`src/rtl/bp_me_io_split_pkg.sv`:
```
// Shared types and the address decode for the I/O command splitter.
package bp_me_io_split_pkg;

    typedef enum logic {
        e_io_dest_host = 1'b0,
        e_io_dest_dev  = 1'b1
    } bp_io_dest_e;

    localparam int unsigned io_addr_max_width_lp = 64;

    // Offset from the device base is taken modulo 2^width, so addresses below base wrap high.
    function automatic bp_io_dest_e io_dest_decode(
        input logic [io_addr_max_width_lp-1:0] addr,
        input logic [io_addr_max_width_lp-1:0] base,
        input logic [io_addr_max_width_lp-1:0] size,
        input int unsigned                     width
    );
        logic [io_addr_max_width_lp-1:0] mask;
        logic [io_addr_max_width_lp-1:0] offset;
        mask   = (width >= io_addr_max_width_lp) ? '1
               : ((io_addr_max_width_lp'(1) << width) - io_addr_max_width_lp'(1));
        offset = (addr - base) & mask;
        return (offset < size) ? e_io_dest_dev : e_io_dest_host;
    endfunction

endpackage

```
`src/rtl/bp_me_io_order_fifo.sv`:
```
// One-bit ring FIFO recording the destination of each in-flight command.
module bp_me_io_order_fifo #(
    parameter int unsigned depth_p = 4
) (
    input  logic clk_i,
    input  logic reset_n_i,
    input  logic push_i,
    input  logic data_i,
    input  logic pop_i,
    output logic data_o,
    output logic full_o,
    output logic empty_o
);

    localparam int unsigned aw_lp = $clog2(depth_p);

    logic [depth_p-1:0] mem_q;
    logic [aw_lp:0]     wr_q;
    logic [aw_lp:0]     rd_q;
    logic               do_push;
    logic               do_pop;

    assign do_push = push_i & ~full_o;
    assign do_pop  = pop_i & ~empty_o;

    // Extra pointer bit distinguishes full from empty when the low bits match.
    always_ff @(posedge clk_i or negedge reset_n_i) begin
        if (!reset_n_i) begin
            mem_q <= '0;
            wr_q  <= '0;
            rd_q  <= '0;
        end else begin
            if (do_push) begin
                mem_q[wr_q[aw_lp-1:0]] <= data_i;
                wr_q                   <= wr_q + (aw_lp+1)'(1);
            end
            if (do_pop) begin
                rd_q <= rd_q + (aw_lp+1)'(1);
            end
        end
    end

    assign data_o  = mem_q[rd_q[aw_lp-1:0]];
    assign empty_o = (wr_q == rd_q);
    assign full_o  = (wr_q[aw_lp] != rd_q[aw_lp]) && (wr_q[aw_lp-1:0] == rd_q[aw_lp-1:0]);

endmodule

```
`src/rtl/bp_me_io_cmd_splitter.sv`:
```
// Steers core I/O commands to host or device by address and returns responses in command order.
module bp_me_io_cmd_splitter
    import bp_me_io_split_pkg::*;
#(
    parameter int unsigned             msg_width_p   = 128,
    parameter int unsigned             paddr_width_p = 40,
    parameter int unsigned             addr_lsb_p    = 0,
    parameter logic [paddr_width_p-1:0] dev_base_p   = 40'h00_0020_0000,
    parameter logic [paddr_width_p-1:0] dev_size_p   = 40'h00_0001_0000,
    parameter int unsigned             outstanding_p = 4
) (
    input  logic                   clk_i,
    input  logic                   reset_n_i,
    input  logic [msg_width_p-1:0] io_cmd_i,
    input  logic                   io_cmd_v_i,
    output logic                   io_cmd_ready_o,
    output logic [msg_width_p-1:0] io_resp_o,
    output logic                   io_resp_v_o,
    input  logic                   io_resp_yumi_i,
    output logic [msg_width_p-1:0] host_cmd_o,
    output logic                   host_cmd_v_o,
    input  logic                   host_cmd_ready_i,
    input  logic [msg_width_p-1:0] host_resp_i,
    input  logic                   host_resp_v_i,
    output logic                   host_resp_yumi_o,
    output logic [msg_width_p-1:0] dev_cmd_o,
    output logic                   dev_cmd_v_o,
    input  logic                   dev_cmd_ready_i,
    input  logic [msg_width_p-1:0] dev_resp_i,
    input  logic                   dev_resp_v_i,
    output logic                   dev_resp_yumi_o,
    output logic                   err_o
);

    localparam int unsigned cnt_width_lp = $clog2(outstanding_p + 1);

    logic [paddr_width_p-1:0] cmd_addr;
    bp_io_dest_e              cmd_dest;
    bp_io_dest_e              head_dest;
    logic                     head_bit;
    logic                     full;
    logic                     empty;
    logic                     fire;
    logic                     pop;
    logic [cnt_width_lp-1:0]  host_cnt_q;
    logic [cnt_width_lp-1:0]  dev_cnt_q;

    assign cmd_addr   = io_cmd_i[addr_lsb_p +: paddr_width_p];
    assign cmd_dest   = io_dest_decode(64'(cmd_addr), 64'(dev_base_p), 64'(dev_size_p), paddr_width_p);
    assign head_dest  = bp_io_dest_e'(head_bit);
    assign host_cmd_o = io_cmd_i;
    assign dev_cmd_o  = io_cmd_i;

    // Command steering and response muxing; every handshake is held low during reset.
    always_comb begin
        io_cmd_ready_o   = 1'b0;
        host_cmd_v_o     = 1'b0;
        dev_cmd_v_o      = 1'b0;
        io_resp_v_o      = 1'b0;
        io_resp_o        = host_resp_i;
        host_resp_yumi_o = 1'b0;
        dev_resp_yumi_o  = 1'b0;
        fire             = 1'b0;
        pop              = 1'b0;
        if (reset_n_i) begin
            io_cmd_ready_o = ~full & ((cmd_dest == e_io_dest_dev) ? dev_cmd_ready_i : host_cmd_ready_i);
            host_cmd_v_o   = io_cmd_v_i & (cmd_dest == e_io_dest_host) & ~full;
            dev_cmd_v_o    = io_cmd_v_i & (cmd_dest == e_io_dest_dev) & ~full;
            fire           = io_cmd_v_i & io_cmd_ready_o;
            if (head_dest == e_io_dest_dev) begin
                io_resp_o = dev_resp_i;
            end
            io_resp_v_o      = ~empty & ((head_dest == e_io_dest_dev) ? dev_resp_v_i : host_resp_v_i);
            pop              = io_resp_yumi_i & ~empty;
            host_resp_yumi_o = pop & (head_dest == e_io_dest_host);
            dev_resp_yumi_o  = pop & (head_dest == e_io_dest_dev);
        end
    end

    bp_me_io_order_fifo #(
        .depth_p(outstanding_p)
    ) order_fifo (
        .clk_i    (clk_i),
        .reset_n_i(reset_n_i),
        .push_i   (fire),
        .data_i   (1'(cmd_dest)),
        .pop_i    (pop),
        .data_o   (head_bit),
        .full_o   (full),
        .empty_o  (empty)
    );

    // Per-port outstanding counts; the FIFO full check keeps them from wrapping.
    always_ff @(posedge clk_i or negedge reset_n_i) begin
        if (!reset_n_i) begin
            host_cnt_q <= '0;
            dev_cnt_q  <= '0;
        end else begin
            if (host_cmd_v_o & fire & ~host_resp_yumi_o) begin
                host_cnt_q <= host_cnt_q + cnt_width_lp'(1);
            end else if (host_resp_yumi_o & ~(host_cmd_v_o & fire)) begin
                host_cnt_q <= host_cnt_q - cnt_width_lp'(1);
            end
            if (dev_cmd_v_o & fire & ~dev_resp_yumi_o) begin
                dev_cnt_q <= dev_cnt_q + cnt_width_lp'(1);
            end else if (dev_resp_yumi_o & ~(dev_cmd_v_o & fire)) begin
                dev_cnt_q <= dev_cnt_q - cnt_width_lp'(1);
            end
        end
    end

    // Sticky flag for a response with nothing outstanding on its port.
    always_ff @(posedge clk_i or negedge reset_n_i) begin
        if (!reset_n_i) begin
            err_o <= 1'b0;
        end else if ((host_resp_v_i && (host_cnt_q == '0)) || (dev_resp_v_i && (dev_cnt_q == '0))) begin
            err_o <= 1'b1;
        end
    end

endmodule
```
`config.mk`:
```
export PLATFORM = sky130hd
export DESIGN_NAME = bp_me_io_cmd_splitter
export DESIGN_NICKNAME = d
export VERILOG_FILES = /design/src/rtl/bp_me_io_split_pkg.sv /design/src/rtl/bp_me_io_order_fifo.sv /design/src/rtl/bp_me_io_cmd_splitter.sv
export SDC_FILE = /design/constraint.sdc
export NUM_CORES = 1
export LEC_CHECK = 0
export CAP_MARGIN = 20
export CELL_PAD_IN_SITES_DETAIL_PLACEMENT = 1
export CELL_PAD_IN_SITES_GLOBAL_PLACEMENT = 1
export CORE_AREA = 8 8 299 301
export DETAILED_ROUTE_END_ITERATION = 8
export DIE_AREA = 0 0 307 309
export DONT_BUFFER_PORTS = 1
export PLACE_DENSITY = 0.3
export SYNTH_ARGS = -nofsm -noshare
export SYNTH_HDL_FRONTEND = slang
export SYNTH_HIERARCHICAL = 1
export SYNTH_SLANG_ARGS = --single-unit
```
`constraint.sdc`:
```
create_clock -name clk_i -period 4.5 [get_ports clk_i]
set_clock_uncertainty 0.1 [all_clocks]
set_input_delay 0.675 -clock clk_i [delete_from_list [all_inputs] [get_ports clk_i]]
set_output_delay 0.675 -clock clk_i [all_outputs]
set_load 0.02 [all_outputs]
```
==> Word-level counts from Yosys, hierarchy flattened <==
Index checks and enable logic that the tools add are counted.
{ "totals": {"regBits": 17, "out_inout_bits": 391, "word_cells": 77} }
{ "op_classes": {"n_addsub": 7, "n_lt_le_gt_ge": 4, "n_eq_ne": 3, "mux": 22, "bitwise_logic": 26, "n_reduce_logical": 9} }
{ "ops": {"columns": ["operator", "count"], "rows": [
  ["128-bit 2-to-1 mux", 2],
  ["40-bit by 17-bit less-than comparator with 1-bit output (second input constant)", 1],
  ["40-bit by 22-bit subtractor with 40-bit output (second input constant)", 1],
  ["1-bit bitwise AND", 18],
  ["1-bit 2-to-1 mux", 13],
  ["3-bit by 1-bit adder with 3-bit output (second input constant)", 4],
  ["3-bit 2-to-1 mux", 4],
  ["1-bit NOT", 8],
  ["3-bit logical NOT", 2],
  ["2-bit by 3-bit less-than comparator with 1-bit output (second input constant)", 2],
  ["3-bit by 1-bit subtractor with 3-bit output (second input constant)", 2],
  ["4-bit bitwise mux", 1],
  ["1-bit logical AND", 4],
  ["2-bit nonzero test", 2],
  ["3-bit equality test", 1],
  ["1-bit binary-select mux with 2-bit select", 1],
  ["1-bit demux with 2-bit select", 1],
  ["2-bit equality test", 1],
  ["2-bit by 1-bit greater-or-equal comparator with 1-bit output (second input constant)", 1],
  ["1-bit logical OR", 1],
  ["1-bit inequality test", 1]
]} }

==> Depth between registers and ports, before layout <==
Gate-level depths: netlist of run 1.
{ "depth": {"word_depth": 12, "ltp_mapped": 14} }

==> Hierarchy <==
The synthesis of run 1 kept the hierarchy.
{ "modules_own_cells": {"columns": ["mod", "instances", "cells_per_inst", "area_each_um2"], "rows": [
  ["bp_me_io_cmd_splitter", 1, 479, 4142.7],
  ["bp_me_io_order_fifo", 1, 55, 620.6]
]} }

==> Least setup slack after synthesis of run 1 <==
OpenSTA, ideal clock, no wires.
{ "synth_timing": {"path_type": "input port to flip-flop", "from": "input io_cmd_i[21]", "to": "register dev_cnt_q[2]", "setup_time_ns": 0.079, "arrival_time_ns": 3.711, "setup_slack_ns": 0.610, "cell_stages": 14, "path_cell_list": "inv_1 ha_1 buf_1 o21bai_1 a311o_1 a32o_1 nor4_1 and2_1 ha_1 inv_1 fa_1 xor2_1 nor2_1 xor2_1"} }
{ "synth_rtl": {"columns": ["item", "line", "rtl"], "rows": [
  ["from (decl)", "bp_me_io_cmd_splitter.sv:14", "input logic [msg_width_p-1:0] io_cmd_i,"],
  ["40-bit by 22-bit subtractor with 40-bit output *", "bp_me_io_split_pkg.sv:22", "offset = (addr - base) & mask;"],
  ["40-bit by 17-bit less-than comparator with 1-bit output *", "bp_me_io_split_pkg.sv:23", "return (offset < size) ? e_io_dest_dev : e_io_dest_host;"],
  ["1-bit 2-to-1 mux *", "bp_me_io_split_pkg.sv:23", null],
  ["1-bit bitwise AND * (2 in a row)", "bp_me_io_cmd_splitter.sv:68", "dev_cmd_v_o = io_cmd_v_i & (cmd_dest == e_io_dest_dev) & ~full;"],
  ["1-bit 2-to-1 mux *", "bp_me_io_cmd_splitter.sv:65", "if (reset_n_i) begin"],
  ["via dev_cmd_v_o", "bp_me_io_cmd_splitter.sv:27", "output logic dev_cmd_v_o,"],
  ["1-bit bitwise AND *", "bp_me_io_cmd_splitter.sv:104, bp_me_io_cmd_splitter.sv:106", null],
  ["1-bit NOT", "bp_me_io_cmd_splitter.sv:106", "end else if (dev_resp_yumi_o & ~(dev_cmd_v_o & fire)) begin"],
  ["1-bit bitwise AND", "bp_me_io_cmd_splitter.sv:106", null],
  ["2-bit nonzero test (no source line)", null, null],
  ["to (signal assigned)", "bp_me_io_cmd_splitter.sv:105", "dev_cnt_q <= dev_cnt_q + cnt_width_lp'(1);"],
  ["to (signal assigned)", "bp_me_io_cmd_splitter.sv:107", "dev_cnt_q <= dev_cnt_q - cnt_width_lp'(1);"],
  ["to (decl)", "bp_me_io_cmd_splitter.sv:46", "logic [cnt_width_lp-1:0] dev_cnt_q;"]
]} }
The timed path passes the listed nets; every way through them passes the cells marked *.
A chain may end at the register's enable or synchronous reset.

==> Final worst setup path of run 1 <==
{ "layout_timing": {"from": "register order_fifo.rd_q[0]", "to": "output io_resp_o[8]"} }
{ "layout_between": {"elab_chain_len": 4} }
{ "layout_rtl": {"columns": ["item", "line", "rtl"], "rows": [
  ["from (decl)", "bp_me_io_order_fifo.sv:19", "logic [aw_lp:0] rd_q;"],
  ["from (signal assigned)", "bp_me_io_order_fifo.sv:38", "rd_q <= rd_q + (aw_lp+1)'(1);"],
  ["1-bit binary-select mux with 2-bit select", "bp_me_io_order_fifo.sv:43", "assign data_o = mem_q[rd_q[aw_lp-1:0]];"],
  ["1-bit 2-to-1 mux (not written as such)", "bp_me_io_order_fifo.sv:43", null],
  ["via head_bit", "bp_me_io_cmd_splitter.sv:40", "logic head_bit;"],
  ["128-bit 2-to-1 mux", "bp_me_io_cmd_splitter.sv:70", "if (head_dest == e_io_dest_dev) begin"],
  ["128-bit 2-to-1 mux", "bp_me_io_cmd_splitter.sv:65", null],
  ["to (decl)", "bp_me_io_cmd_splitter.sv:17", "output logic [msg_width_p-1:0] io_resp_o,"]
]} }
The timed path passes the listed nets, and every way through them passes these cells. The select of a mux whose other input is x is not followed.

==> results.py, run 1 <==
metrics = {
    "final_layout": {
        "drive_above_1_share_pct": 54.4,
        "design_area_mm2": 0.00436,
        "areaGrowthSynthToFinish_pct": -8.43,
        "fin_cells": 1418,
        "nets": 675,
        "fillCellCount": 10100,
        "fin_util_pct": 5.15,
    },
    "synth": {
        "yosysTopAreaCell": "buf_4",
        "synth_area_mm2": 0.00476,
        "synthSimpleGateAreaFrac_pct": 6.36,
        "synth_area_leaders": "buf_4 40%, mux2_2 31%, dfrtp_1 8.9%, ha_1 2.1%, xor2_1 1.3%",
        "netlist_top_cells_count": "256 x buf_4, 130 x mux2_2, 17 x dfrtp_1",
        "synth_nets": 936,
        "ys_seq_area_share_pct": 8.93,
        "synth_compound_area_share_pct": 3.28,
        "yosys.area_share.xor_xnor_pct": 2.71,
        "synth_top_area_share_pct": 40.3,
        "ys_warn_count": 6,
        "synth.most_common_cell": "buf_4",
        "muxShareOfSynthArea_pct": 33.2,
        "async_reset_ff_share_pct": 100,
        "ys_types": 49,
        "yosys.area_share.adder_pct": 2.94,
        "ys_ff_latch": 17,
        "synth-main-ff-cell": "dfrtp_1",
        "synth_top_family_by_area": "buffers and inverters",
        "synthCells": 534,
        "synth_edf_count": 0,
        "avgSynthCellArea_um2": 8.92,
    },
    "place": {
        "dp_cells": 1412,
        "portBuffers": 0,
        "dp_hpwl_mm": 20.1,
        "place_congestion": 0.672,
        "placedInstanceArea_mm2": 0.00428,
    },
    "critical_path": {
        "critPathKind": "flip-flop to output port",
        "cp-end-kind": "output port",
        "worstPathRequired_ns": 3.72,
        "start_kind": "flip-flop",
        "cp_max_fo": 59,
        "crit_arrival_ns": 2.80,
    },
    "status": {
        "status": "completed",
    },
    "global_route": {
        "grt_pass1_vias": 3289,
        "grt_pass1_wl_mm": 27.2,
        "grt_usage_pct": 4.00,
        "grt_use_met3_pct": 2.26,
        "grt_start_max_net_pins": 70,
        "grt_use_met2_pct": 5.96,
        "grtUsageMet1_pct": 4.07,
        "gr-total-overflow": 0,
        "antenna_found_initial": 15,
        "top_usage_layer": "met2",
    },
    "timing": {
        "rsz0062_at_grt": "false",
        "final-hold-violation-count": 0,
        "max_clock_freq_mhz": 280,
        "max_slew_margin_pct": 52.0,
        "drv_slew": 0,
        "totalNegativeSetupSlack_ns": 0,
        "fin_crit_sh_pct": 79.4,
        "worst_slew_pin_slew_ns": 0.721,
        "period_needed_ns": 3.57,
        "finalSetupViolCount": 0,
    },
    "clock_network": {
        "path_clk_slew_ns": 0.05,
        "clockBufferDepth": 2,
        "h-tree-depth": 1,
        "cts-root-buf": "clkbuf_16",
        "postCtsSetupBuffers": 0,
        "clk_latency_ns": 0.25,
        "numCtsBuffers": 3,
        "ctsHoldBuffers": 0,
        "cts-resized-gates": 0,
        "cts_tree": "yes",
        "clock-sinks": 17,
    },
    "die": {
        "die_h_um": 309,
        "dieArea_mm2": 0.0949,
        "core.rowCount": 107,
        "io_pins": 783,
        "die_x_um": 307,
        "initial_core_util_pct": 5.63,
        "core_area_mm2": 0.0846,
    },
    "routing": {
        "detail_route.vias_per_cell": 1.90,
        "ant_nets": 0,
        "wl_per_cell_um": 15.5,
        "wl_mm": 22.0,
        "remaining_drc_errors": 0,
        "drtIter0Drc": 120,
        "drt-pass1-iter-count": 4,
        "vias": 2700,
    },
    "power_and_ir_drop": {
        "p_leak_nw": 1.22,
        "irDropWorstVdd_mv": 0.144,
        "cellPowerDensity_mw_per_mm2": 216,
    },
    "run": {
        "cap_violations": 0,
    },
    "worst_hold_path": {
        "hold_class": "input port to async pin",
    },
}
state kept, by name (all words and copies together), names as in the netlist:
register / count
order_fifo/mem_q: 4
host_cnt_q: 3
order_fifo/wr_q: 3
err_o: 1
dev_cnt_q: 3
order_fifo/rd_q: 3
area by class of cell:
class                   count  area (um2)  share of cell area, %
multi-input cells         233        2320                   53.1
well taps                1144        1430                   32.8
flip-flops and latches     17         425                   9.75
clock buffers               3        75.1                   1.72
repair buffers              6        57.6                   1.32
inverters                  12        45.0                   1.03
clock inverters             1        5.00                  0.115
diodes                      2        5.00                  0.115
critical path, stage by stage (launching register included):
cell and delay (ns):
dfrtp_1 0.51, mux4_1 0.75, nand2_4 0.14, buf_4 0.53
mux2_2 0.54
layout by cell type, fill, tap and decap left out, types with 3 or more instances in the layout:
cell	instances
nand4_1	4
nor3_1	4
nor4_1	5
a31oi_1	7
mux2_2	130
xor2_1	7
nor2b_1	3
mux2_1	5
dfrtp_1	17
nor2_1	9
clkbuf_16	3
nor4b_1	4
nand2_1	7
xnor2_1	4
buf_4	5
inv_1	12
ha_1	8
report_power, final:
part           switching [W]  total, W  internal (W)
Clock              0.0000613  0.000180      0.000119
Combinational       0.000316  0.000500      0.000184
Sequential         0.0000668  0.000263      0.000196
Total               0.000444  0.000943      0.000498
stage by stage:
stage	worst slack (ns)	hold WS, ns	power (W)
floorplan	0.610	0.279	0.000974
global placement	0.878	0.282	0.000781
detailed placement	0.813	0.282	0.000778
CTS	0.850	0.0128	0.000966
global route	0.739	0.00856	0.00102
finish	0.928	0.0216	0.000943
path summary, 6_finish.rpt:
kind / endpoint / startpoint / cells past startpoint / slack [ns]
worst min register to register: dev_cnt_q[2] / dev_cnt_q[2] / 1 / 0.37
worst min-delay path: order_fifo/wr_q[0] / reset_n_i / 0 / 0.02
max in group asynchronous: host_cnt_q[2] / reset_n_i / 0 / 4.20
worst max register to register: dev_cnt_q[2] / order_fifo/rd_q[2] / 13 / 1.52
worst max-delay path: io_resp_o[8] / order_fifo/rd_q[0] / 4 / 0.93
min in group clk_i: dev_cnt_q[2] / dev_cnt_q[2] / 1 / 0.37
metal layers:
metal / part of all wire, % / vias up
met3: 16 / 129
met2: 44 / 368
met1: 32 / 1162
met5: 0.12 / -
met4: 7.9 / 4
li1: - / 1037
cell families (layout without fill, tap and decap cells):
logic type	count (synthesis)	count (layout)
fa+ha+maj	10	10
other cells	0	2
simple gates	50	50
mux	139	139
xor+xnor	13	13
compound gates	21	21
buf+inv	284	22
flops	17	17
Note: power is estimated with default switching activity, not from simulation.
==> run 2, diff against run 1 <==
- CORE_AREA: 8 8 299 301 -> 8 8 303 305
- DIE_AREA: 0 0 307 309 -> 0 0 311 313
- clock period: 4.5 -> 3.4 ns (I/O delays scaled with it)
==> run 2 against run 1 <==
Compared with the run above: design area up 2.7%; first-iteration DRC count fell by 23%; sequential power increased by 28%; non-clock buffer count increased by 10; total power grew 45%; global-route usage up 1.8 points; critical path depth unchanged.
==> results.py, run 2 (synthesis results as in run 1) <==
metrics = {
    "status": {
        "status": "completed",
    },
    "final_layout": {
        "design_area_mm2": 0.00448,
        "largest_register_ffs": 4,
        "regMostFlops": "order_fifo/mem_q",
        "layout_commonest_cell": "mux2_2",
        "drive_above_1_share_pct": 56.0,
        "fillCellCount": 10400,
        "layout_common_cells": "130 x mux2_2, 17 x dfrtp_1, 14 x buf_4",
        "fin_cells": 1449,
        "areaGrowthSynthToFinish_pct": -5.94,
        "nets": 685,
    },
    "worst_hold_path": {
        "worstHoldEndpoint": "host_cnt_q[2]",
        "hp-start": "host_cnt_q[2]",
        "hold_class": "flip-flop to flip-flop",
        "hold_depth": 1,
    },
    "critical_path": {
        "r2r_slack_ns": 0.60,
        "cp-end-kind": "output port",
        "r2r_start": "order_fifo/rd_q[0]",
        "worstPathRequired_ns": 2.79,
        "start_kind": "flip-flop",
        "critPathKind": "flip-flop to output port",
        "reg2reg_to": "host_cnt_q[2]",
        "rr_worst_depth": 13,
        "crit_arrival_ns": 2.55,
        "cp-startpoint": "order_fifo/rd_q[0]",
        "cp_max_fo": 85,
    },
    "timing": {
        "rsz0062_at_grt": "false",
        "totalNegativeSetupSlack_ns": 0,
        "worst_slew_pin_slew_ns": 0.924,
        "finalSetupViolCount": 0,
        "max_clock_freq_mhz": 317,
        "period_needed_ns": 3.16,
        "fin_crit_sh_pct": 92.8,
        "whs_ns": 0.367,
        "drv_slew": 0,
        "final-hold-violation-count": 0,
        "max_slew_margin_pct": 38.2,
    },
    "place": {
        "place_congestion": 0.685,
        "dp_cells": 1442,
        "dp_hpwl_mm": 29.4,
        "placedInstanceArea_mm2": 0.00439,
        "portBuffers": 0,
    },
    "clock_network": {
        "numCtsBuffers": 3,
        "h-tree-depth": 1,
        "clk_latency_ns": 0.25,
        "cts-root-buf": "clkbuf_16",
        "clockBufferDepth": 2,
        "cts_tree": "yes",
        "cts-resized-gates": 0,
        "clock-sinks": 17,
        "path_clk_slew_ns": 0.06,
    },
    "die": {
        "die_h_um": 313,
        "die_x_um": 311,
        "core.rowCount": 109,
        "dieArea_mm2": 0.0973,
        "io_pins": 783,
        "initial_core_util_pct": 5.46,
        "core_area_mm2": 0.0873,
    },
    "global_route": {
        "grt_pass1_vias": 3254,
        "gr-total-overflow": 0,
        "antenna_found_initial": 9,
        "grt_pass1_wl_mm": 37.8,
        "grt_usage_pct": 5.83,
        "grt_start_max_net_pins": 86,
    },
    "power_and_ir_drop": {
        "p_leak_nw": 1.28,
        "irDropWorstVdd_mv": 0.218,
        "cellPowerDensity_mw_per_mm2": 305,
    },
    "routing": {
        "vias": 2802,
        "detail_route.vias_per_cell": 1.93,
        "wl_mm": 31.2,
        "remaining_drc_errors": 0,
        "ant_nets": 0,
        "wl_per_cell_um": 21.5,
        "drt-pass1-iter-count": 4,
        "drtIter0Drc": 93,
    },
    "run": {
        "cap_violations": 0,
    },
}
==> run 2: worst max path at each step <==
stage | endpoint | slack, ns
floorplan | dev_cnt_q[2] | 0.07
global placement | dev_cnt_q[2] | 0.14
detailed placement | dev_cnt_q[2] | -0.0001
CTS | io_resp_o[97] | 0.19
global route | dev_cnt_q[2] | 0.09
finish | io_resp_o[9] | 0.24
==> run 2: where the power goes <==
group          total [W]  leakage, nW  internal, W  switching [W]
logic           0.000791         1.02     0.000287       0.000505
registers       0.000337        0.213     0.000259      0.0000781
clock network   0.000240       0.0409     0.000157      0.0000825
==> run 2: what timing repair did <==
item | 4_1_cts | 5_1_grt
buffers inserted | 0 | 0
hold endpoints to repair | 17 | 0
hold buffers | 1 | 0
==> run 2: cell type report <==
class | count | area, um2 | share of cell area, %
multi-input combinational | 233 | 2330 | 52.1
tap | 1165 | 1460 | 32.5
sequential | 17 | 425 | 9.49
timing repair buffer | 16 | 135 | 3.02
clock buffer | 3 | 75.1 | 1.68
inverter | 12 | 45.0 | 1.01
clock inverter | 1 | 5.00 | 0.112
antenna | 2 | 5.00 | 0.112
==> run 2: critical path: stages (launching register included) <==
cell	delay, ns
dfrtp_1	0.37
mux4_1	0.72
nand2_4	0.20
buf_12	0.30
mux2_2	0.52
==> run 2: metal layers <==
| layer | vias up | track usage, % | share of wire (%) |
|---|---|---|---|
| met4 | 2 | 1.93 | 3.8 |
| li1 | 1061 | - | - |
| met1 | 1289 | 5.52 | 32 |
| met5 | - | 0 | 0.042 |
| met3 | 86 | 6.35 | 24 |
| met2 | 364 | 8.26 | 41 |
==> run 2: stage by stage <==
| step | setup slack [ns] | power (W) | util, % |
|---|---|---|---|
| floorplan | 0.0690 | 0.00129 | - |
| global placement | 0.138 | 0.00116 | 5.02 |
| detailed placement | -0.000123 | 0.00115 | 5.02 |
| CTS | 0.185 | 0.00142 | 5.13 |
| global route | 0.0889 | 0.00149 | 5.13 |
| finish | 0.244 | 0.00137 | 5.13 |
